`config.mk`:
```
export PLATFORM = sky130hd
export DESIGN_NAME = call_return_unit
export DESIGN_NICKNAME = d
export VERILOG_FILES = /design/src/rtl/cru_pkg.sv /design/src/rtl/call_stack_ram.sv /design/src/rtl/call_return_unit.sv
export SDC_FILE = /design/constraint.sdc
export NUM_CORES = 1
export LEC_CHECK = 0
export CELL_PAD_IN_SITES_DETAIL_PLACEMENT = 0
export CELL_PAD_IN_SITES_GLOBAL_PLACEMENT = 1
export CORE_ASPECT_RATIO = 1.4
export CORE_UTILIZATION = 30
export CTS_CLUSTER_DIAMETER = 60
export CTS_CLUSTER_SIZE = 8
export DETAILED_ROUTE_END_ITERATION = 10
export PLACE_DENSITY_LB_ADDON = 0.1
export SYNTH_ARGS = -nofsm -noshare
export SYNTH_HDL_FRONTEND = slang
export SYNTH_SLANG_ARGS = --single-unit
```
`constraint.sdc`:
```
create_clock -name clk -period 3.25 [get_ports clk]
set_clock_uncertainty 0.15 [all_clocks]
set_input_delay 0.4875 -clock clk [delete_from_list [all_inputs] [get_ports clk]]
set_output_delay 0.4875 -clock clk [all_outputs]
set_load 0.02 [all_outputs]
```
`src/rtl/cru_pkg.sv`:
```
// Shared types for the call/return unit: request opcodes and FSM states.
package cru_pkg;

    localparam int OP_W = 2;

    typedef enum logic [OP_W-1:0] {
        NONE = 2'd0,
        CALL = 2'd1,
        RET  = 2'd2
    } op_t;

    typedef enum logic [1:0] {
        IDLE    = 2'd0,
        CALL_WR = 2'd1,
        RET_RD  = 2'd2,
        RESP    = 2'd3
    } state_t;

endpackage

```
`src/rtl/call_stack_ram.sv`:
```
// Return-address storage: synchronous write, asynchronous read, contents not reset.
module call_stack_ram #(
    parameter  int ADDR_W = 12,
    parameter  int DEPTH  = 8,
    localparam int PW     = $clog2(DEPTH)
) (
    input  logic              clk,
    input  logic              i_we,
    input  logic [PW-1:0]     i_waddr,
    input  logic [ADDR_W-1:0] i_wdata,
    input  logic [PW-1:0]     i_raddr,
    output logic [ADDR_W-1:0] o_rdata
);

    logic [ADDR_W-1:0] r_mem [DEPTH];

    always_ff @(posedge clk) begin
        if (i_we) begin
            r_mem[i_waddr] <= i_wdata;
        end
    end

    assign o_rdata = r_mem[i_raddr];

endmodule

```
`src/rtl/call_return_unit.sv`:
```
// CALL/RET sequencer: owns the stack pointer and occupancy, flags over/underflow,
// and reports the next fetch PC one cycle after the stack access.
module call_return_unit
    import cru_pkg::*;
#(
    parameter  int ADDR_W = 12,
    parameter  int DEPTH  = 8,
    localparam int PW     = $clog2(DEPTH),
    localparam int DW     = PW + 1
) (
    input  logic              clk,
    input  logic              rst,
    input  logic              req_valid,
    output logic              req_ready,
    input  logic [OP_W-1:0]   req_op,
    input  logic [ADDR_W-1:0] req_pc,
    input  logic [ADDR_W-1:0] req_target,
    output logic              resp_valid,
    output logic [ADDR_W-1:0] resp_addr,
    output logic [DW-1:0]     depth,
    output logic              err_overflow,
    output logic              err_underflow,
    input  logic              err_clr
);

    state_t            r_state;
    logic              r_req_ready;
    logic              r_resp_valid;
    logic [ADDR_W-1:0] r_resp_addr;
    logic [DW-1:0]     r_depth;
    logic [PW-1:0]     r_wr_ptr;
    logic              r_err_overflow;
    logic              r_err_underflow;
    logic [ADDR_W-1:0] r_ret_addr;
    logic [ADDR_W-1:0] r_target;

    op_t               w_op;
    logic              w_fire;
    logic              w_full;
    logic              w_empty;
    logic              w_we;
    logic              w_set_ovf;
    logic              w_set_unf;
    logic [PW-1:0]     w_rd_ptr;
    logic [ADDR_W-1:0] w_rdata;

    assign w_op      = op_t'(req_op);
    assign w_fire    = req_valid && r_req_ready && (w_op == CALL || w_op == RET);
    assign w_full    = (r_depth == DW'(DEPTH));
    assign w_empty   = (r_depth == '0);
    assign w_we      = (r_state == CALL_WR) && !w_full;
    assign w_set_ovf = (r_state == CALL_WR) && w_full;
    assign w_set_unf = (r_state == RET_RD) && w_empty;
    // Top of stack sits just below the write pointer; wraps mod DEPTH.
    assign w_rd_ptr  = r_wr_ptr - 1'b1;

    call_stack_ram #(
        .ADDR_W (ADDR_W),
        .DEPTH  (DEPTH)
    ) u_ram (
        .clk     (clk),
        .i_we    (w_we),
        .i_waddr (r_wr_ptr),
        .i_wdata (r_ret_addr),
        .i_raddr (w_rd_ptr),
        .o_rdata (w_rdata)
    );

    always_ff @(posedge clk or posedge rst) begin
        if (rst) begin
            r_state         <= IDLE;
            r_req_ready     <= 1'b1;
            r_resp_valid    <= 1'b0;
            r_resp_addr     <= '0;
            r_depth         <= '0;
            r_wr_ptr        <= '0;
            r_err_overflow  <= 1'b0;
            r_err_underflow <= 1'b0;
            r_ret_addr      <= '0;
            r_target        <= '0;
        end else begin
            r_resp_valid <= 1'b0;
            // A fresh error in the same cycle as err_clr leaves the flag set.
            r_err_overflow  <= (r_err_overflow  && !err_clr) || w_set_ovf;
            r_err_underflow <= (r_err_underflow && !err_clr) || w_set_unf;

            case (r_state)
                IDLE: begin
                    if (w_fire) begin
                        r_ret_addr  <= req_pc + 1'b1;
                        r_target    <= req_target;
                        r_req_ready <= 1'b0;
                        r_state     <= (w_op == CALL) ? CALL_WR : RET_RD;
                    end
                end
                CALL_WR: begin
                    if (!w_full) begin
                        r_wr_ptr <= r_wr_ptr + 1'b1;
                        r_depth  <= r_depth + 1'b1;
                    end
                    r_resp_addr  <= r_target;
                    r_resp_valid <= 1'b1;
                    r_state      <= RESP;
                end
                RET_RD: begin
                    if (!w_empty) begin
                        r_resp_addr <= w_rdata;
                        r_wr_ptr    <= w_rd_ptr;
                        r_depth     <= r_depth - 1'b1;
                    end else begin
                        r_resp_addr <= '0;
                    end
                    r_resp_valid <= 1'b1;
                    r_state      <= RESP;
                end
                RESP: begin
                    r_req_ready <= 1'b1;
                    r_state     <= IDLE;
                end
                default: begin
                    r_req_ready <= 1'b1;
                    r_state     <= IDLE;
                end
            endcase
        end
    end

    assign req_ready     = r_req_ready;
    assign resp_valid    = r_resp_valid;
    assign resp_addr     = r_resp_addr;
    assign depth         = r_depth;
    assign err_overflow  = r_err_overflow;
    assign err_underflow = r_err_underflow;

endmodule

```
# Yosys cells after proc, flatten, opt, wreduce, memory -nomap -nowiden
# Memory sizes are Yosys's and may differ from the RTL's.
# Index checks and enable logic that the tools add are counted.
# word_totals
register_bits	49
in_bits	30
memories	1
output_inout_bits	20
ram_bits	96
# classes
n_reduce_logical	20
mux	16
n_eq_ne	9
n_addsub	5
# memory_table
name	words	word_bits	rd	rd_clocked_by_memory_dff	write_ports	line_no	text
u_ram.r_mem	8	12	1	0	1	call_stack_ram.sv:15	logic [ADDR_W-1:0] r_mem [DEPTH];
# op_table
op	n
$pmux W12 S2	1
$add A12 B1 Y12 const B	1
$mux W12	1
$mux W4	2
$pmux W4 S2	1
$logic_and A1 B1 Y1	7
$eq A2 B2 Y1 const B	3
$mux W3	2
$ne A2 B2 Y1 const B	3
$pmux W2 S3	1
$pmux W3 S2	1
$add A4 B1 Y4 const B	1
$eq A2 B1 Y1 const B	2
$eq A4 B4 Y1 const B	1
$logic_not A4 Y1	1
$mux W1	4
$mux W2	2
$reduce_and A2 Y1	2
$reduce_bool A2 Y1	2
$sub A4 B1 Y4 const B	1
$add A3 B1 Y3 const B	1
$logic_or A1 B1 Y1	3
$reduce_and A3 Y1	1
$sub A3 B1 Y3 const B	1
other kinds (4)	5

# Longest topological paths before layout
# Gate-level depths: netlist of run 1.
# logic_depth
depth_word	5
depth_mapped	9
ltp_nobuf	8

# Cells and area by module
# From an unflattened synthesis of run 1, not the netlist that was laid out.
# hier_totals
cells_unflattened	377
area_unflattened_um2	6182.2
# by_module_without_submodules
mod	n_inst	area_each_um2	cells_each
call_stack_ram	1	3747.3	152
call_return_unit	1	2434.8	225

# Worst setup path before layout of run 1
# Ideal clock, no wire load.
# synth_timing
path_kind	reg-to-reg
start	register r_depth[1], in the netlist depth[1]
end	memory u_ram.r_mem[1][0] (enable)
setup_ps	396
synth_period_minus_slack_ps	2302
t_arrival_ps	1756
path_stages_with_launch	5
path_buffers	0
slack_ps	948
t_required_ps	2704
path_cell_list	dfrtp_1 nor3_1 nand2_1 nand3_1 nor3_1
# synth_between
elab_chain_cells	5
# synth_lines
element	line_no	text
from (decl)	call_return_unit.sv:30	logic [DW-1:0] r_depth;
from (signal assigned)	call_return_unit.sv:99	r_depth <= r_depth + 1'b1;
from (signal assigned)	call_return_unit.sv:109	r_depth <= r_depth - 1'b1;
$eq A4 B4 Y1	call_return_unit.sv:49	assign w_full = (r_depth == DW'(DEPTH));
$logic_not A1 Y1	--	
$logic_and A1 B1 Y1	call_return_unit.sv:51	assign w_we = (r_state == CALL_WR) && !w_full;
$mux W1	call_stack_ram.sv:18	if (i_we) begin
$mux W1 (not written as such)	call_stack_ram.sv:19	r_mem[i_waddr] <= i_wdata;
to (decl)	call_stack_ram.sv:15	
# Every way passes these cells.

# Final worst setup path of run 1
# layout_timing
start	register r_wr_ptr[0]
end	register r_resp_addr[3], in the netlist resp_addr[3]
# layout_between
elab_chain_cells	4
# layout_lines
element	line_no	text
from (decl)	call_return_unit.sv:31	logic [PW-1:0] r_wr_ptr;
from (signal assigned)	call_return_unit.sv:98	r_wr_ptr <= r_wr_ptr + 1'b1;
from (signal assigned)	call_return_unit.sv:108	r_wr_ptr <= w_rd_ptr;
$sub A3 B1 Y3	call_return_unit.sv:55	assign w_rd_ptr = r_wr_ptr - 1'b1;
$mem_v2 Z8 W12	--	
$mux W12	call_return_unit.sv:106	if (!w_empty) begin
$pmux W12 S2	call_return_unit.sv:87	case (r_state)
to (signal assigned)	call_return_unit.sv:101	r_resp_addr <= r_target;
to (signal assigned)	call_return_unit.sv:107	r_resp_addr <= w_rdata;
to (decl)	call_return_unit.sv:29	logic [ADDR_W-1:0] r_resp_addr;
# Every way passes these cells.
# A chain may end at the register's enable or synchronous reset.

==> results by group, run 1 <==
Finish
  • Final core utilization: ~38%
  • Layout cells sized above 1: roughly a fifth
  • Nets: between 500 and 600
  • Fill count: approximately 1900
  • # diodes: 0
  • Multi-input logic area: ~1900 um2
  • Area Growth Syn to Fin: 22.9%
  • Register area: just over 4000 um2

Yosys
  • Primary FF master, synth: edfxtp_1
  • Syn Nets: 470
  • Count of different cell masters after synthesis: 43
  • Top-area cell type share of the netlist area: between 40% and 50%
  • Count leader, synth: edfxtp_1
  • Register area share after synthesis: between 60 and 70%
  • Yosys top cell by area: edfxtp_1
  • Synth Cell Area: 6120 um2
  • Async set or reset register ratio after synthesis: between 30% and 40%
  • Synth warn: 0
  • Synth Instances: 430
  • EDFF count, synth: between 90 and 100
  • Most frequent cells after synthesis: edfxtp_1 (96), dfrtp_1 (48), mux2_2 (48)
  • #FFs+latches synth: 145
  • Synth area leaders: edfxtp_1 (47%), dfrtp_1 (20%), mux2_2 (8.8%), o21ai_0 (2.3%), ha_1 (2.0%)
  • Syn Area/Cell: 14.2 um2

Global routing
  • GRT Util Overall: 13.3%
  • Vias in the first global route: 3665
  • Antenna violations before repair: 0
  • Overflow after GRT: 0
  • Largest net degree at the start of global routing: 36
  • First-pass GRT wire length: a little over 20000 um

Floorplan
  • Initial Util: 30.7%
  • I/O pin cnt: 50
  • Die Footprint: around 21000 um2
  • Core ar.: around 20000 um2
  • Die Wd: 123 um
  • Row cnt: around 60
  • Chip height: about 170 um

Drt
  • Met3 wire len: 353 um
  • Max layer used: met4
  • WL met2: between 6000 and 7000 um
  • First drt pass iteration count: 4
  • Routed vias/inst: between 4 and 5
  • Wirelength per Cell: about 17 um
  • Routed wire length: ~13000 um
  • Vias: between 3000 and 4000
  • Post-route ant nets: 0
  • Wl on met1: between 5000 and 6000 um
  • Initial DRC Count: 180
  • DRC viols: 0

Setup path
  • CP Class: reg -> reg
  • Critical path, cell by cell: inv_1 -> ha_2 -> buf_4 -> mux2_2 -> o21ai_0 -> o31ai_1
  • R2r startpoint: r_wr_ptr[0]
  • CP max FO: 23
  • Crit path required time: around 3.4 ns
  • Worst path max stage delay: 0.62 ns
  • Worst setup path start: r_wr_ptr[0]
  • Worst setup EP type: flip-flop
  • CP max stage cell: ha_2
  • CP startpoint kind: flip-flop
  • WP data arrival: 2.59 ns

Placed design
  • Buffers on Ports: between 40 and 50
  • GPL Wtd Cong: about 0.7
  • Dpl hpwl: slightly above 9000 um

CTS
  • TritonCTS Buffers: 17
  • CTS tree: yes
  • # clock sinks: around 150
  • Clk root buf: clkbuf_16
  • CTS max path bufs: 2
  • Worst-skew pair later-pin latency: 0.41 ns
  • Clock transition at path regs: around 0.060 ns
  • Resized Gates After CTS: 0
  • H-tree Lvls: 4
  • Hold-fix buffers at CTS: 0
  • Post-CTS Setup Repair Bufs: 0

STA
  • Fin. max-slew vios: 0
  • Fmax: ~400 MHz
  • Hold_ws: about 0.35 ns
  • Setup tns final: 0 ns
  • RSZ-0062 raised after global routing: no
  • Final min period: between 2 and 2.5 ns
  • Worst-Margin Slew: a little under 0.8 ns
  • Tcrit/Tclk final: roughly three quarters
  • Max-slew headroom at the worst pin: approximately half
  • Hold violation total from the final report: 0
  • Setup Viol. Count Final: 0

Run status
  • Run status: complete, no violations

Power and ir drop
  • Static Leak: between 2 and 3 nW
  • PwrDens: roughly 1000 nW/um2
  • VDD IR max: between 300 and 400 uV

Hold path
  • HP Class: reg -> reg
  • Min-delay src: resp_addr[6]

Run
  • Total of max-cap violations: 0
## cell families (layout without fill, tap and decap cells)
| group | Yosys count | in the layout | synth area share (%) |
|---|---|---|---|
| flip-flops | 145 | 145 | 67.1 |
| AO/OA/AOI/OAI | 86 | 86 | 8.72 |
| AND/OR/NAND/NOR | 85 | 85 | 7.19 |
| multiplexers | 51 | 51 | 9.58 |
| buffers and inverters | 34 | 108 | 2.51 |
| XOR/XNOR | 19 | 19 | 2.84 |
| adder cells (fa/ha/maj) | 10 | 10 | 2.04 |
## placed cells by master, fill, tap and decap left out, types with 2 or more instances in the layout
cell	synthesis	layout
clkdlybuf4s50_1	0	49
clkbuf_1	6	2
nand3_1	5	5
nor2b_1	13	13
nor2_1	13	13
inv_6	0	5
ha_1	10	9
nand4_1	2	2
nand2_1	26	26
edfxtp_1	96	96
inv_1	13	12
buf_4	3	13
mux2_2	48	48
o21ai_0	28	28
and3_1	11	11
clkinv_4	0	4
o31ai_1	12	12
mux2i_1	2	2
a21oi_1	15	15
bufinv_16	0	2
xnor2_1	10	10
nor3_1	5	5
dfrtp_1	48	48
o22ai_1	11	11
xor2_1	8	8
clkbuf_16	0	17
a211oi_1	13	13
a31oi_1	2	2
## registers in the layout (all words and copies together) (netlist names)
| register | cells |
|---|---|
| err_overflow | 1 |
| err_underflow | 1 |
| resp_valid | 1 |
| depth | 4 |
| req_ready | 1 |
| r_ret_addr | 12 |
| r_target | 12 |
| resp_addr | 12 |
| r_wr_ptr | 3 |
| r_state | 2 |
| u_ram.r_mem | 96 |
## metal layers
metal | up-vias | GRT usage (%)
met5 | - | 0
met2 | 57 | 23.3
met4 | 0 | 6.36
met1 | 1716 | 15.5
met3 | 12 | 2.53
li1 | 1720 | -
## final timing paths
path,slack (ns),cells after the start,end
max,0.78,6,resp_addr[3]
min,0.35,2,resp_addr[6]
max reg2reg,0.78,6,resp_addr[3]
min reg2reg,0.35,2,resp_addr[6]
max in group asynchronous,1.83,3,r_ret_addr[11]
min in group asynchronous,0.40,2,r_target[7]
## cell type report
| class | count | area share [%] |
|---|---|---|
| clock inverter | 13 | 1.99 |
| tap | 252 | 4.19 |
| multi-input combinational | 251 | 24.7 |
| sequential | 145 | 54.6 |
| timing repair buffer | 63 | 8.08 |
| inverter | 13 | 0.648 |
| clock buffer | 19 | 5.75 |
## per-stage QoR
step                area [um2]  std cells  setup WS [ns]  power (mW)
finish                    7530        756          0.780        7.86
global route              7530        756          0.601        8.39
global placement          6950        724          0.638        6.02
detailed placement        6950        724          0.608        6.07
CTS                       7530        756          0.745        8.01
floorplan                 6120        430          0.948        5.03
## power breakdown
part	switching [mW]	internal, mW
Sequential	0.417	2.64
Clock	0.757	1.14
Combinational	1.62	1.29
Total	2.79	5.08
## worst max-delay path, delay by kind of cell (launching register included)
kind	cells	cell delay [ns]
mux	1	0.37
compound gates	2	0.25
buf+inv	2	0.50
flops	1	0.44
fa+ha+maj	1	0.62
No activity file was read; power rests on OpenSTA's default activity.
==> run 2: changes to the inputs <==
==> constraint.sdc (replaced) <==
create_clock -name clk -period 2.57 [get_ports clk]
set_clock_uncertainty 0.15 [all_clocks]
set_input_delay 0.3855 -clock clk [delete_from_list [all_inputs] [get_ports clk]]
set_output_delay 0.3855 -clock clk [all_outputs]
set_load 0.02 [all_outputs]
==> results by group, run 2 (synthesis gave the netlist of run 1 again) <==
Run status
  • Run status: complete, no violations (unchanged)

CTS
  • Clk root buf: clkbuf_16 (unchanged)
  • Resized Gates After CTS: 0 (unchanged)
  • Post-CTS Setup Repair Bufs: 0 (unchanged)
  • CTS tree: yes (unchanged)
  • TritonCTS Buffers: 17 (unchanged)
  • Worst-skew pair later-pin latency: 0.42 ns (was 0.41 ns)
  • # clock sinks: 145 (unchanged)
  • CTS max path bufs: 2 (unchanged)
  • H-tree Lvls: 4 (unchanged)
  • Clock transition at path regs: 0.07 ns (was 0.06 ns)
  • Hold-fix buffers at CTS: 0 (unchanged)

STA
  • Hold violation total from the final report: 0 (unchanged)
  • Setup tns final: 0 ns (unchanged)
  • Setup Viol. Count Final: 0 (unchanged)
  • Tcrit/Tclk final: 88.9% (was 76.0%)
  • Max-slew headroom at the worst pin: 64.8% (was 48.5%)
  • Final min period: 2.28 ns (was 2.47 ns)
  • Fmax: 438 MHz (was 405 MHz)
  • Fin. max-slew vios: 0 (unchanged)
  • RSZ-0062 raised after global routing: no (unchanged)
  • Worst-Margin Slew: 0.527 ns (was 0.771 ns)

Setup path
  • Crit path buffers/inverters: 2 (unchanged)
  • WP data arrival: 2.43 ns (was 2.59 ns)
  • Worst path max stage delay: 0.44 ns (was 0.62 ns)
  • Worst setup EP type: flip-flop (unchanged)
  • CP max stage cell: dfrtp_1 (was ha_2)
  • Critical path, cell by cell: inv_1 -> ha_2 -> buf_12 -> mux2_2 -> o22ai_1 -> o31ai_1 (was inv_1 -> ha_2 -> buf_4 -> mux2_2 -> o21ai_0 -> o31ai_1)
  • CP startpoint kind: flip-flop (unchanged)
  • CP delay by family, top: flip-flops (was adder cells)
  • Crit path required time: 2.72 ns (was 3.37 ns)
  • CP max FO: 45 (was 23)
  • CP Class: reg -> reg (unchanged)

Drt
  • DRC viols: 0 (unchanged)
  • Routed wire length: 12700 um (was 13000 um)
  • Post-route ant nets: 0 (unchanged)
  • Routed vias/inst: 4.69 (was 4.64)
  • First drt pass iteration count: 7 (was 4)
  • Initial DRC Count: 187 (was 180)
  • Wirelength per Cell: 16.8 um (was 17.2 um)
  • Vias: 3554 (was 3505)

Global routing
  • Largest net degree at the start of global routing: 50 (was 36)
  • First-pass GRT wire length: 20100 um (about the same)
  • Overflow after GRT: 0 (unchanged)
  • GRT Util Overall: 13.1% (was 13.3%)
  • Antenna violations before repair: 0 (unchanged)
  • Vias in the first global route: 3564 (was 3665)

Finish
  • Final non-filler cell area: 7600 um2 (was 7530 um2)
  • Area Growth Syn to Fin: 24.1% (was 22.9%)
  • Most frequent cells in the layout: edfxtp_1 (96), clkdlybuf4s50_1 (49), mux2_2 (48), dfrtp_1 (48), o21ai_0 (28) (unchanged)
  • Layout cells sized above 1: 20.4% (was 19.4%)
  • Biggest register: u_ram.r_mem (unchanged)
  • Largest register FFs: 96 (unchanged)
  • Most common cell after layout, fill and taps aside: edfxtp_1 (unchanged)
  • Nets: 533 (was 531)
  • Final core utilization: 38.1% (was 37.8%)
  • # diodes: 0 (unchanged)

Floorplan
  • Chip height: 171 um (unchanged)
  • Core ar.: 19900 um2 (unchanged)
  • Die Wd: 123 um (unchanged)
  • Initial Util: 30.7% (unchanged)
  • Row cnt: 61 (unchanged)
  • I/O pin cnt: 50 (unchanged)
  • Die Footprint: 21000 um2 (unchanged)

Power and ir drop
  • Psw: 3.68 mW (was 2.79 mW)
  • VDD IR max: 517 uV (was 378 uV)
  • PwrDens: 1330 nW/um2 (was 1040 nW/um2)
  • Sw frac: 36.5% (was 35.5%)
  • Comb pwr share: 36.9% (was 37.0%)
  • Seq pwr share: 38.2% (was 38.8%)
  • Static Leak: 2.78 nW (was 2.74 nW)
  • Clock power frac: 24.9% (was 24.2%)
  • Int Power: 6.40 mW (was 5.08 mW)

Placed design
  • Dpl hpwl: 8820 um (was 9050 um)
  • GPL Wtd Cong: 0.688 (was 0.693)
  • Post-Place Cell Area: 6990 um2 (was 6950 um2)
  • Buffers on Ports: 49 (unchanged)

Hold path
  • HP Class: in -> async (was reg -> reg)

Run
  • Total of max-cap violations: 0 (unchanged)
run 2: final timing paths:
path,from,endpoint,slack (ns),cells past startpoint
worst min-delay path,rst,r_target[6],0.18,3
worst max register to register,r_wr_ptr[0],resp_addr[6],0.29,6
worst min register to register,resp_addr[5],resp_addr[5],0.35,2
max in group asynchronous,rst,req_ready,1.81,3
min in group clk,resp_addr[5],resp_addr[5],0.35,2
worst max-delay path,r_wr_ptr[0],resp_addr[6],0.29,6
run 2: area by class of cell:
class	count	area, um2
Tap cell	252	315
Clock inverter	15	188
Multi-Input combinational cell	251	1860
Inverter	13	48.8
Timing Repair Buffer	65	648
Fill cell	1873	12300
Clock buffer	17	425
Sequential cell	145	4110
run 2: stage by stage:
| stage | worst slack, ns | instances | hold WS [ns] | total power [mW] |
|---|---|---|---|---|
| floorplan | 0.268 | 430 | 0.321 | 6.36 |
| global placement | 0.276 | 726 | 0.334 | 7.65 |
| CTS | 0.298 | 758 | 0.189 | 10.3 |
| global route | 0.123 | 758 | 0.198 | 10.8 |
| detailed placement | 0.276 | 726 | 0.337 | 7.69 |
| finish | 0.286 | 758 | 0.179 | 10.1 |
run 2: worst register-to-register path: cells and delay by family (launching register included):
kind	cells	cell delay, ns
compound gates	2	0.39
fa+ha+maj	1	0.40
buf+inv	2	0.40
flops	1	0.44
mux	1	0.40
run 2: power groups by stage:
stage	Sequential (mW)	Clock, mW	Combinational, mW
floorplan	3.86	0	2.50
global placement	3.90	0	3.76
detailed placement	3.91	0	3.78
CTS	3.87	2.58	3.81
global route	3.95	2.68	4.12
finish	3.85	2.51	3.72
run 2: routing by layer:
| layer | track usage (%) | vias up | wire, um |
|---|---|---|---|
| met5 | 0 | - | 0 |
| met1 | 16.2 | 1740 | 5730 |
| met2 | 22.3 | 71 | 6460 |
| li1 | - | 1734 | - |
| met3 | 2.83 | 9 | 410 |
| met4 | 5.04 | 0 | 144 |
==> run 3: changes to the inputs <==
--- a/config.mk
+++ b/config.mk
@@ -8,6 +8,7 @@
 export CELL_PAD_IN_SITES_DETAIL_PLACEMENT = 0
 export CELL_PAD_IN_SITES_GLOBAL_PLACEMENT = 1
 export CORE_ASPECT_RATIO = 1.4
+export CORE_MARGIN = 2
 export CORE_UTILIZATION = 30
 export CTS_CLUSTER_DIAMETER = 60
 export CTS_CLUSTER_SIZE = 8
@@ -16,3 +17,4 @@
 export SYNTH_ARGS = -nofsm -noshare
 export SYNTH_HDL_FRONTEND = slang
 export SYNTH_SLANG_ARGS = --single-unit
+export TNS_END_PERCENT = 5
==> constraint.sdc (replaced) <==
create_clock -name clk -period 2.7 [get_ports clk]
set_clock_uncertainty 0.15 [all_clocks]
set_input_delay 0.405 -clock clk [delete_from_list [all_inputs] [get_ports clk]]
set_output_delay 0.405 -clock clk [all_outputs]
set_load 0.02 [all_outputs]
==> results by group, run 3 (synthesis gave the netlist of run 1 again) <==
Drt
  • DRC viols: 0 (unchanged)
  • First drt pass iteration count: 4 (was 7)
  • Wirelength per Cell: 17.3 um (was 16.8 um)
  • Vias: 3550 (was 3554)
  • Routed vias/inst: 4.69 (about the same)
  • Routed wire length: 13100 um (was 12700 um)
  • Initial DRC Count: 194 (was 187)
  • Post-route ant nets: 0 (unchanged)

CTS
  • TritonCTS Buffers: 17 (unchanged)
  • Post-CTS Setup Repair Bufs: 0 (unchanged)
  • CTS max path bufs: 2 (unchanged)
  • CTS tree: yes (unchanged)
  • Clock transition at path regs: 0.06 ns (was 0.07 ns)
  • Clk root buf: clkbuf_16 (unchanged)
  • Worst-skew pair later-pin latency: 0.42 ns (about the same)
  • H-tree Lvls: 4 (unchanged)
  • Resized Gates After CTS: 0 (unchanged)
  • Hold-fix buffers at CTS: 0 (unchanged)
  • # clock sinks: 145 (unchanged)

Power and ir drop
  • Static Leak: 2.78 nW (about the same)
  • VDD IR max: 445 uV (was 517 uV)
  • PwrDens: 1270 nW/um2 (was 1330 nW/um2)

STA
  • Final min period: 2.20 ns (was 2.28 ns)
  • Setup ws final: 0.501 ns (was 0.286 ns)
  • Setup Viol. Count Final: 0 (unchanged)
  • Hold violation total from the final report: 0 (unchanged)
  • Max-slew headroom at the worst pin: 64.9% (was 64.8%)
  • Tcrit/Tclk final: 81.5% (was 88.9%)
  • Fin. max-slew vios: 0 (unchanged)
  • RSZ-0062 raised after global routing: no (unchanged)
  • Setup tns final: 0 ns (unchanged)
  • Worst-Margin Slew: 0.525 ns (was 0.527 ns)
  • Fmax: 455 MHz (was 438 MHz)

Global routing
  • Vias in the first global route: 3743 (was 3564)
  • First-pass GRT wire length: 20900 um (was 20100 um)
  • Antenna violations before repair: 0 (unchanged)
  • Largest net degree at the start of global routing: 50 (unchanged)
  • Overflow after GRT: 0 (unchanged)
  • GRT Util Overall: 12.7% (was 13.1%)

Setup path
  • Crit path required time: 2.84 ns (was 2.72 ns)
  • Worst setup EP type: flip-flop (unchanged)
  • CP Class: reg -> reg (unchanged)
  • WP data arrival: 2.34 ns (was 2.43 ns)
  • CP startpoint kind: flip-flop (unchanged)
  • CP max FO: 11 (was 45)

Placed design
  • GPL Wtd Cong: 0.691 (was 0.688)
  • Buffers on Ports: 49 (unchanged)
  • Dpl cells: 725 (was 726)
  • Dpl hpwl: 8990 um (was 8820 um)
  • Dpl ws: 0.378 ns (was 0.276 ns)

Finish
  • Biggest register: u_ram.r_mem (unchanged)
  • Fill count: 1881 (was 1873)
  • Area Growth Syn to Fin: 24.2% (was 24.1%)
  • Final Instance Count excl. Fillers: 757 (was 758)
  • Layout cells sized above 1: 20.0% (was 20.4%)
  • Largest register FFs: 96 (unchanged)
  • # diodes: 0 (unchanged)
  • Nets: 532 (was 533)
  • Most common cell after layout, fill and taps aside: edfxtp_1 (unchanged)
  • Most frequent cells in the layout: edfxtp_1 (96), clkdlybuf4s50_1 (49), mux2_2 (48), dfrtp_1 (48), o21ai_0 (28) (unchanged)

Run
  • Total of max-cap violations: 0 (unchanged)

Floorplan
  • Chip height: 173 um (was 171 um)
  • Die Footprint: 21600 um2 (was 21000 um2)
  • Die Wd: 125 um (was 123 um)
  • I/O pin cnt: 50 (unchanged)
  • Row cnt: 61 (unchanged)
  • Core ar.: 19900 um2 (unchanged)
  • Initial Util: 30.7% (unchanged)

Hold path
  • HP Class: in -> async (unchanged)

Run status
  • Run status: complete, no violations (unchanged)
[run 3: changes by cell type in the layout (fill, tap and decap cells not counted), sizes merged]
cell	before	now
clkinvlp	0	1
inv	23	19
clkinv	4	3
bufinv	1	3
clkbuf	17	19
buf	16	15
[run 3: power breakdown]
group | internal [mW] | total [mW] | switching, mW
sequential | 3.17 | 3.67 | 0.496
combinational | 1.61 | 3.56 | 1.95
clock | 1.50 | 2.42 | 0.922
[run 3: final cells by class]
type                    instances  area (um2)  share of cell area (%)
well taps                     252         315                    4.15
flip-flops and latches        145        4110                    54.0
multi-input cells             251        1860                    24.5
inverters                      13        48.8                   0.642
repair buffers                 64         653                    8.59
clock inverters                13         173                    2.27
clock buffers                  19         443                    5.82
[run 3: final timing paths]
check	to	slack [ns]	cells past startpoint	start
min reg2reg	resp_addr[1]	0.35	2	resp_addr[1]
min in group clk	resp_addr[1]	0.35	2	resp_addr[1]
max	resp_addr[1]	0.50	6	r_wr_ptr[0]
max reg2reg	resp_addr[1]	0.50	6	r_wr_ptr[0]
min	r_target[1]	0.21	3	rst
max in group asynchronous	req_ready	1.91	3	rst
[run 3: per-stage QoR]
step                hold WS (ns)  power (mW)  utilization [%]  instance area (um2)
CTS                        0.221        9.82             38.2                 7610
floorplan                  0.321        6.05                -                 6120
global placement           0.331        7.33             35.1                 6990
detailed placement         0.338        7.37             35.1                 6990
finish                     0.208        9.65             38.2                 7610
global route               0.246        10.3             38.2                 7610
[run 3: layer usage]
layer	track usage (%)	up-vias	share of wire (%)
li1	-	1720	-
met1	15.9	1747	44
met2	21.4	72	51
met3	3.50	11	3.9
met4	3.79	0	1.2
met5	0	-	0
[run 3: worst max-delay path: stages (launching register included)]
cell	delay, ns
dfrtp_1	0.43
inv_1	0.17
ha_2	0.25
xor2_2	0.22
nand2_1	0.35
o22ai_1	0.36
o31ai_1	0.12
==> patch (flow settings as in run 2) <==
Reset style: synchronous (`rst`), changed in one clocked block. Comments in the files are not updated.
--- a/src/rtl/call_return_unit.sv
+++ b/src/rtl/call_return_unit.sv
@@ -66,7 +66,7 @@
         .o_rdata (w_rdata)
     );
 
-    always_ff @(posedge clk or posedge rst) begin
+    always_ff @(posedge clk) begin
         if (rst) begin
             r_state         <= IDLE;
             r_req_ready     <= 1'b1;
Behaviour: differs if rst is asserted again (counterexample within 4 cycles, from zero or initial values and one cycle with rst high); with rst held inactive, the same outputs for 10 cycles.
==> patch against run 2 <==
Cell area is 1.9% lower. Area after synthesis is 1.8% lower. Sequential cell count stayed put. Fmax is 3.7% lower. Combinational power is 41% lower. Wire length is 20% higher. Sequential share of layout area is 2.3 points lower. Worst setup slack worse by 0.087 ns. Power is 24% lower. Via count is 7.2% higher.
==> patch: results (changes against run 2) <==
| Metric | Value |
|---|---|
| Placer congestion estimate | 0.736 (+7.1%) |
| Max VDD drop | 0.000516 V (-0.11%) |
| Final HPWL DP | 10,500 um (+19%) |
| Yosys top cell area share | 47.9% (+0.87 points) |
| Largest Register | u_ram.r_mem |
| Vias in the first global route | 3,929 (+10%) |
| R2r worst-path depth | 6 (unchanged) |
| Worst setup startpoint | r_wr_ptr[1] |
| CP max FO | 11 (-76%) |
| CP top delay family | simple AND/OR/NAND/NOR gates |
| Leak | 2.57 nW (-7.4%) |
| Fraction of layout cells with a size suffix above 1 | 16.0% (-4.3 points) |
| Cts repair resizes | 0 (unchanged) |
| Max-Cap Viols | 0 (unchanged) |
| Total track usage | 15.9% (+2.7 points) |
| Nets | 564 (+5.8%) |
| CTS buffer count | 17 (unchanged) |
| Post-synthesis sequential area ratio | 64.3% (-2.9 points) |
| Largest net degree at the start of global routing | 50 (unchanged) |
| EDFF count, synth | 96 (unchanged) |
| Initial DRC count | 155 (-17%) |
| Port Buf Inserts | 49 (unchanged) |
| RR Endpoint | resp_addr[7] |
| Longest Clk Path Bufs | 2 (unchanged) |
| Post CTS Setup Buffer Count | 0 (unchanged) |
| Slew @ Worst Pin | 1.10 ns (+0.578 ns) |
| Worst R2R Setup Slack | 0.20 ns (-0.09 ns) |
| DRC | 0 (unchanged) |
| Asr flop ratio synth | 0% (-34 points) |
| Min-delay worst type | input pin to flop |
| Status | finished clean |
| Syn. warnings | 0 (unchanged) |
| Critical path type | flop to flop |
| Global-route wire length before repair | 23,500 um (+17%) |
| Drt first pass iters | 4 (-3) |
| CP max stage cell | nor2_1 |
| # diodes | 0 (unchanged) |
| Netlist cell types | 47 (+9.3%) |
| Clk Latency, worst-skew pair | 0.42 ns (about the same) |
| Post-synth top cells | edfxtp_1, dfxtp_1, nand2_1, nor2_1, a21oi_1 |
| CP arrival | 2.49 ns (+0.06 ns) |
| Area contributors post-synth | edfxtp_1, dfxtp_1, mux2i_1 |
| Fillcell total | 1,889 (+0.85%) |
| Post-Syn Nets | 503 (+7.0%) |
| H-tree Lvls | 4 (unchanged) |
| Vias per cell | 4.85 (+3.5%) |
| Root Buffer | clkbuf_16 |
| Max reg flops | 96 (unchanged) |
| Critical path's largest stage delay | 0.84 ns (+0.40 ns) |
| Routed wire per std cell | 19.5 um (+16%) |
[patch: changes by cell type after synthesis, sizes merged, moves of 12 or more]
| cell | run 2 | this run |
|---|---|---|
| dfrtp | 48 | 0 |
| o31ai | 12 | 0 |
| dfxtp | 0 | 49 |
| nor2 | 13 | 31 |
| o22ai | 11 | 23 |
| a21oi | 15 | 30 |
| mux2 | 48 | 25 |
| mux2i | 2 | 27 |
| o21ai | 29 | 4 |
[patch: kinds of logic (layout without fill, tap and decap cells)]
family	after synthesis	count (layout)	share of synthesized area, %
adder cells (fa/ha/maj)	10	10	2.08
AO/OA/AOI/OAI	90	90	10.2
buffers and inverters	40	114	3.02
flip-flops	145	145	64.3
AND/OR/NAND/NOR	109	109	8.61
multiplexers	52	52	9.24
XOR/XNOR	17	17	2.60
[patch: per-stage QoR]
stage,worst slack (ns),instances,utilization [%],area [um^2]
6_report,0.199,785,38.3,7450
4_1_cts,0.180,785,38.3,7450
2_1_floorplan,0.264,463,-,6010
5_1_grt,0.0540,785,38.3,7450
3_3_place_gp,0.210,753,35.4,6880
3_5_place_dp,0.180,753,35.4,6880
[patch: worst min-delay path by stage]
stage                            start            to  slack (ns)  cells after the start
after global placement     r_target[5]   r_target[5]        0.29                      2
after floorplan           r_target[11]  r_target[11]        0.28                      2
after CTS                          rst    resp_valid        0.15                      2
after global routing               rst    resp_valid        0.17                      2
final                              rst    resp_valid        0.17                      2
after detailed placement   r_target[0]   r_target[0]        0.30                      2
[patch: routing by layer]
layer / vias to the layer above / track usage (%) / share of wire, %
li1: 1856 / - / -
met1: 1873 / 18.8 / 42
met2: 65 / 28.6 / 54
met3: 15 / 2.42 / 2.9
met4: 0 / 5.64 / 1.5
met5: - / 0 / 0
[patch: layout make-up]
class,count,area (um^2),share of cell area [%]
clock buffer,18,429,5.76
clock inverter,14,148,1.98
inverter,10,37.5,0.504
multi-input combinational,278,1970,26.4
sequential,145,3860,51.8
tap,248,310,4.16
timing repair buffer,72,696,9.33
[patch: where the power goes]
group	total [mW]	internal, mW	switching, mW
Clock	2.41	1.37	1.04
Combinational	2.18	0.914	1.27
Sequential	3.04	2.81	0.235
